<file path="src/rtl/piso_pkg.sv">
// -----------------------------------------------------------------------------
// piso_pkg
// Shared definitions for the parallel-in/serial-out transmitter.
//   state_t        FSM state encoding (ST_IDLE, ST_SHIFT, ST_PARITY)
//   DEFAULT_WIDTH  default data word width
// ST_PARITY is only reachable when PISO_PARITY_EN is defined.
// -----------------------------------------------------------------------------
package piso_pkg;

  localparam int DEFAULT_WIDTH = 8;

  typedef enum logic [1:0] {
    ST_IDLE   = 2'd0,
    ST_SHIFT  = 2'd1,
    ST_PARITY = 2'd2
  } state_t;

endpackage : piso_pkg

</file>
<file path="src/rtl/piso_bit_counter.sv">
// -----------------------------------------------------------------------------
// piso_bit_counter
// Counts the data bit currently on the serial line, 0..WIDTH-1.
// The counter saturates at WIDTH-1 and never exceeds it.
// Ports:
//   clock   in   posedge clock
//   reset   in   synchronous, active-high; clears the count
//   clear   in   load zero (start of a new word / end of frame)
//   enable  in   advance to the next bit
//   tc      out  terminal count: count == WIDTH-1 (last data bit on the line)
// -----------------------------------------------------------------------------
module piso_bit_counter
  import piso_pkg::*;
#(
  parameter int WIDTH = DEFAULT_WIDTH
) (
  input  logic clock,
  input  logic reset,
  input  logic clear,
  input  logic enable,
  output logic tc
);

  localparam int CW = $clog2(WIDTH + 1);
  localparam logic [CW-1:0] LAST = CW'(WIDTH - 1);

  logic [CW-1:0] count;

  // NOTE: sequential state is updated with non-blocking assignments only, so
  // every register samples the pre-edge values regardless of block ordering.
  always_ff @(posedge clock) begin
    if (reset || clear) begin
      count <= '0;
    end else if (enable && (count != LAST)) begin
      count <= count + CW'(1);
    end
  end

  assign tc = (count == LAST);

endmodule : piso_bit_counter

</file>
<file path="src/rtl/piso_tx_8b.sv">
// -----------------------------------------------------------------------------
// piso_tx_8b
// Parallel-in/serial-out transmitter. Accepts one word per valid/ready
// handshake and drives it MSB-first on a 1-bit serial line, one bit per
// clock, so a downstream serial-in shift register holds the word after the
// last data bit. Back-to-back words are sent with no gap.
//
// Optional feature (compile-time macro PISO_PARITY_EN):
//   defined   -> one extra even-parity bit (^word) follows the LSB;
//                frame is WIDTH+1 cycles, in_ready reasserts in the parity cycle.
//   undefined -> frame is WIDTH cycles, in_ready reasserts in the last data
//                bit cycle.
//
// Ports:
//   clock      in   posedge clock
//   reset      in   synchronous, active-high; aborts any frame in flight
//   in_data    in   word to transmit, sampled only on accept
//   in_valid   in   producer has a word
//   in_ready   out  block can accept a word this cycle (combinational)
//   ser_out    out  registered serial data, MSB first
//   ser_valid  out  registered; high while ser_out carries a frame bit
//   word_done  out  registered 1-cycle pulse after the last frame bit is sampled
// -----------------------------------------------------------------------------
module piso_tx_8b
  import piso_pkg::*;
#(
  parameter int WIDTH = DEFAULT_WIDTH
) (
  input  logic             clock,
  input  logic             reset,
  input  logic [WIDTH-1:0] in_data,
  input  logic             in_valid,
  output logic             in_ready,
  output logic             ser_out,
  output logic             ser_valid,
  output logic             word_done
);

  state_t           state;
  // Bits still to be sent after the one currently on ser_out.
  logic [WIDTH-2:0] rest;
  logic             last_bit;
  logic             accept;
  logic             frame_end;
`ifdef PISO_PARITY_EN
  logic             parity_bit;
`endif

  // A frame ends in the cycle its final bit is on the line; the counter is
  // cleared there (or on a new accept) so it restarts from zero.
  piso_bit_counter #(
    .WIDTH (WIDTH)
  ) u_bit_counter (
    .clock  (clock),
    .reset  (reset),
    .clear  (accept | frame_end),
    .enable ((state == ST_SHIFT) && !last_bit),
    .tc     (last_bit)
  );

  // NOTE: every combinational output gets a value on every path through the
  // block; a missing branch would infer a latch.
  always_comb begin
    in_ready  = 1'b0;
    frame_end = 1'b0;
`ifdef PISO_PARITY_EN
    in_ready  = !reset && ((state == ST_IDLE) || (state == ST_PARITY));
    frame_end = (state == ST_PARITY);
`else
    in_ready  = !reset && ((state == ST_IDLE) ||
                           ((state == ST_SHIFT) && last_bit));
    frame_end = (state == ST_SHIFT) && last_bit;
`endif
  end

  assign accept = in_valid && in_ready;

  always_ff @(posedge clock) begin
    if (reset) begin
      state      <= ST_IDLE;
      rest       <= '0;
      ser_out    <= 1'b0;
      ser_valid  <= 1'b0;
      word_done  <= 1'b0;
`ifdef PISO_PARITY_EN
      parity_bit <= 1'b0;
`endif
    end else begin
      // Pulses in the cycle after the edge that samples the last frame bit.
      word_done <= frame_end;

      if (accept) begin
        // MSB goes straight onto the line; a back-to-back accept therefore
        // leaves no gap between frames.
        state      <= ST_SHIFT;
        ser_out    <= in_data[WIDTH-1];
        rest       <= in_data[WIDTH-2:0];
        ser_valid  <= 1'b1;
`ifdef PISO_PARITY_EN
        parity_bit <= ^in_data;
`endif
      end else begin
        case (state)
          ST_SHIFT: begin
            if (!last_bit) begin
              ser_out <= rest[WIDTH-2];
              rest    <= {rest[WIDTH-3:0], 1'b0};
            end else begin
`ifdef PISO_PARITY_EN
              state   <= ST_PARITY;
              ser_out <= parity_bit;
`else
              state     <= ST_IDLE;
              ser_out   <= 1'b0;
              ser_valid <= 1'b0;
`endif
            end
          end
          default: begin
            // ST_IDLE, and the end of the parity cycle with no new word.
            state     <= ST_IDLE;
            ser_out   <= 1'b0;
            ser_valid <= 1'b0;
          end
        endcase
      end
    end
  end

endmodule : piso_tx_8b

</file>
<file path="config.mk">
export PLATFORM = sky130hd
export DESIGN_NAME = piso_tx_8b
export DESIGN_NICKNAME = d
export VERILOG_FILES = /design/src/rtl/piso_pkg.sv /design/src/rtl/piso_bit_counter.sv /design/src/rtl/piso_tx_8b.sv
export SDC_FILE = /design/constraint.sdc
export NUM_CORES = 1
export LEC_CHECK = 0
export CAP_MARGIN = 5
export CORE_UTILIZATION = 30
export CTS_CLUSTER_SIZE = 14
export DETAILED_ROUTE_END_ITERATION = 10
export DONT_BUFFER_PORTS = 1
export PLACE_DENSITY_LB_ADDON = 0.2
export SYNTH_ARGS = -nofsm -noshare
export SYNTH_HDL_FRONTEND = slang
export SYNTH_SLANG_ARGS = --single-unit
</file>
<file path="constraint.sdc">
create_clock -name clock -period 1.25 [get_ports clock]
set_input_delay 0.25 -clock clock [delete_from_list [all_inputs] [get_ports clock]]
set_output_delay 0.25 -clock clock [all_outputs]
set_load 0.01 [all_outputs]
</file>
Word-level counts from Yosys, hierarchy flattened:

Cells that the tools add are included.
Widths: inputs -> output; s select.

* equality and inequality tests: 4
* bitwise operators: 1
* mux-type cells: 12
* reduce and logical (&&, ||, !) cells: 12
* add/sub/neg operators: 1

Operator list (count)
* $mux 7: 3
* $mux 1: 9
* $logic_and 1x1->1: 5
* $add 4x1->4 const B: 1
* $eq 4x3->1 const B: 1
* $ne 4x3->1 const B: 1
* $ne 3x3->1 const B: 1
* $logic_not 1->1: 2
* $logic_not 2->1: 1
* $logic_or 1x1->1: 2
* $ne 2x1->1 const B: 1
* $reduce_and 2->1: 1
* $reduce_bool 2->1: 1
* $or 1x1->1: 1

* input bits: 11
* output and inout port bits: 4
* word-level logic and storage cells: 36
* flip-flop bits (word level): 15

Depth between registers and ports, before layout:

* depth in word-level cells: 7
* gate-level depth with buffers: 5
* depth with buffers taken out: 4

Hierarchy:

From an unflattened synthesis, not the netlist that was laid out.

* cell total of the unflattened synthesis: 67
* area, all modules: 693.2 um^2

Modules (own cells, without submodules)
* piso_tx_8b: seq. area each 200.2 um^2, cells each 44, instances 1, area each 485.5 um^2
* piso_bit_counter: seq. area each 80.1 um^2, cells each 23, instances 1, area each 207.7 um^2

Worst setup path after synthesis:

OpenSTA, ideal clock, no wires.

* path kind: register to output
* from: register u_bit_counter.count[0]
* to: output in_ready
* buffers on the path: 1
* setup slack: -0.094 ns
* arrival time: 1.094 ns
* data required time: 1.000 ns
* cell stages (with the launch flop): 6
* cell sequence: dfxtp_1 -> ha_1 -> nand3b_4 -> and2_4 -> buf_6 -> nor2_1

* cells in the longest elaborated chain, start to end: 4

RTL lines
* from (decl): line piso_bit_counter.sv:27 `logic [CW-1:0] count;`
* from (signal assigned): line piso_bit_counter.sv:35 `count <= count + CW'(1);`
* $eq 4x3->1: line piso_bit_counter.sv:39 `assign tc = (count == LAST);`
* $logic_and 1x1->1: line piso_tx_8b.sv:71 `((state == ST_SHIFT) && last_bit));`
* $logic_or 1x1->1: line piso_tx_8b.sv:70 `in_ready = !reset && ((state == ST_IDLE) ||`
* $logic_and 1x1->1: line piso_tx_8b.sv:70
* to (decl): line piso_tx_8b.sv:33 `output logic in_ready,`

No other way between the ends.

Final worst setup path:

Ends and elaborated chain as after synthesis.

==> reports/qor.yml <==
outcome: "complete, but fails checks"
violations: "negative setup slack"
die_w_um: 48.9
numCtsBuffers: 3
first_pass_iters: 2
die_area_mm2: 0.00239
crit_arrival_ns: 1.16
hold_viol: 0
insertion_delay_ns: 0.27
via_per_inst: 5.01
wirelength_um: 1440
fin_skew_ns: 0.00379
path_clk_slew_ns: 0.09
drive_gt1_share_pct: 40.5
grt-ovfl-total: 0
cts_tree: "built"
synth_nets: 84
grt_pass1_vias: 557
holdBufCountCts: 0
final_max_slew_viol_count: 0
fin_crit_ns: 1.41
core_mm2: 0.00202
r2r-start: "u_bit_counter.count[0]"
p_leak_uw: 0.000346
synth_area_um2: 661
area_growth_pct: 30.1
ys_types: 25
synth-seq-cells: 14
max-slew-margin-rel_pct: 79.2
netlist_instances: 72
grt_pass1_wl_um: 2440
drc: 0
cp.required_ns: 1.00
place.gp.congestion: 0.696
cts_root_buf: "clkbuf_4"
endpoint_kind: "output port"
initial_core_util_pct: 32.7
synth_top_cell_by_area: "dfxtp_1"
rows: 16
fin_ws_ns: -0.156
grt_max_degree: 18
hold_start: "reset"
start_kind: "register"
cellPowerDensity_mw_per_mm2: 1090
hpwl_um: 948
yosysMostFrequentCell: "dfxtp_1"
criticalPathCategory: "reg2out"
syn_area_per_cell_um2: 9.18
design_area_um2: 860
maxCapViolCount: 0
pin_count: 15
final.period_utilization_pct: 112
clockBufferDepth: 2
synth_common_cells: "dfxtp_1, a211oi_1, a221oi_1, inv_1, nor2b_1"
crit_fanout: 3
yosys_warnings: 0
nNetsFinal: 92
synth_edf_count: 0
irDropWorstVdd_v: 0.000630
ant_nets: 0
holdCritPathClass: "in2reg"
seqCellArea_um2: 284
worstMarginPinSlew_ns: 0.312
synth_ff_type: "dfxtp_1"
portBuffers: 0
cp-startpoint: "u_bit_counter.count[0]"
post-route-util_pct: 42.5
die_y_um: 48.9
rsz0062_at_grt: "true"
vias: 531
fmax_mhz: 711
cts_sinks: 14
antenna_found_initial: 0
synth_seq_area_share_pct: 42.4
placed_area_um2: 716
synth-async-reset-ratio_pct: 0
nFillCells: 210
synth_area_leaders: "dfxtp_1, a221oi_1, a211oi_1"
n_antenna_cell: 0
drt_iter0_drc: 4
grt.total_usage_pct: 13.2
setup_violations: 8
synth_top_area_share_pct: 42.4
multiInputGateArea_um2: 408
cts_max_level: 1
avgRoutedWirePerCell_um: 13.6
## stage by stage
stage	TNS, ns	std cells	hold slack [ns]	total power (uW)	worst slack (ns)
final	-0.394	106	0.0294	941	-0.156
after global routing	-0.979	106	0.00793	984	-0.218
after CTS	-0.237	105	0.0211	930	-0.165
after detailed placement	-0.0144	99	0.324	590	-0.0144
after global placement	0	99	0.322	590	0.00517
after floorplan	0	72	0.323	581	0.00106
## sequential cells by signal, summed over array words and instances, names as in the netlist
register,count
u_bit_counter.count,4
ser_out,1
word_done,1
ser_valid,1
rest,7
## worst paths after layout
path	endpoint	slack, ns	depth (start not counted)
hold / removal	u_bit_counter.count[1]	0.03	1
hold reg to reg	rest[3]	0.46	2
setup / recovery	in_ready	-0.16	4
setup reg to reg	ser_out	-0.06	6
## cell families (layout without fill, tap and decap cells)
| kind of cell | after synthesis | count (layout) | share of synthesized area [%] |
|---|---|---|---|
| AOI/OAI and AO/OA | 19 | 19 | 21.2 |
| DFF | 14 | 14 | 42.4 |
| adders and majority gates | 1 | 1 | 1.89 |
| buffers and inverters | 12 | 19 | 8.71 |
| and+or+nand+nor | 24 | 24 | 22.9 |
| muxes | 1 | 1 | 1.52 |
| xor gates and xnor gates | 1 | 1 | 1.33 |
## where the power goes
part | switching (uW) | total, uW | internal (uW) | leakage (uW)
clock network | 148 | 325 | 177 | 0.0000210
registers | 21.3 | 493 | 472 | 0.000116
logic | 51.6 | 123 | 71.4 | 0.000209
## cell type report
| type | count | share of cell area [%] |
|---|---|---|
| Multi-Input combinational cell | 46 | 47.5 |
| Timing Repair Buffer | 9 | 8.73 |
| Tap cell | 27 | 3.93 |
| Inverter | 6 | 2.62 |
| Clock buffer | 4 | 4.22 |
| Sequential cell | 14 | 33.0 |
## worst max-delay path, stage by stage, from the launching register on
cell and delay (ns):
dfxtp_2 0.36, ha_4 0.15, nand3b_4 0.09, and2_4 0.18
nor2_4 0.10
## layer usage
layer / global-route usage (%) / up-vias / part of all wire (%)
li1: - / 270 / -
met1: 15.7 / 251 / 45
met2: 22.7 / 8 / 50
met3: 3.74 / 2 / 4.2
met4: 4.41 / 0 / 0.49
met5: 0 / - / 0
## repair_timing
item                       in CTS  in global routing
gates resized for setup         7                 10
setup endpoints to repair       5                 11
cloned                          0                  0
setup buffers                   2                  1
pin swaps                       1                  6
## layout by cell type (no fill, tap or decap), types with 2 or more instances in the layout
| cell type | n |
|---|---|
| a211oi_2 | 6 |
| a21oi_1 | 4 |
| a221oi_1 | 2 |
| a221oi_2 | 4 |
| buf_4 | 8 |
| clkbuf_4 | 3 |
| dfxtp_1 | 11 |
| dfxtp_2 | 3 |
| inv_1 | 6 |
| nand2_1 | 3 |
| nand3b_1 | 2 |
| nor2_1 | 4 |
| nor2b_1 | 6 |
(Power assumes the default switching activity.)
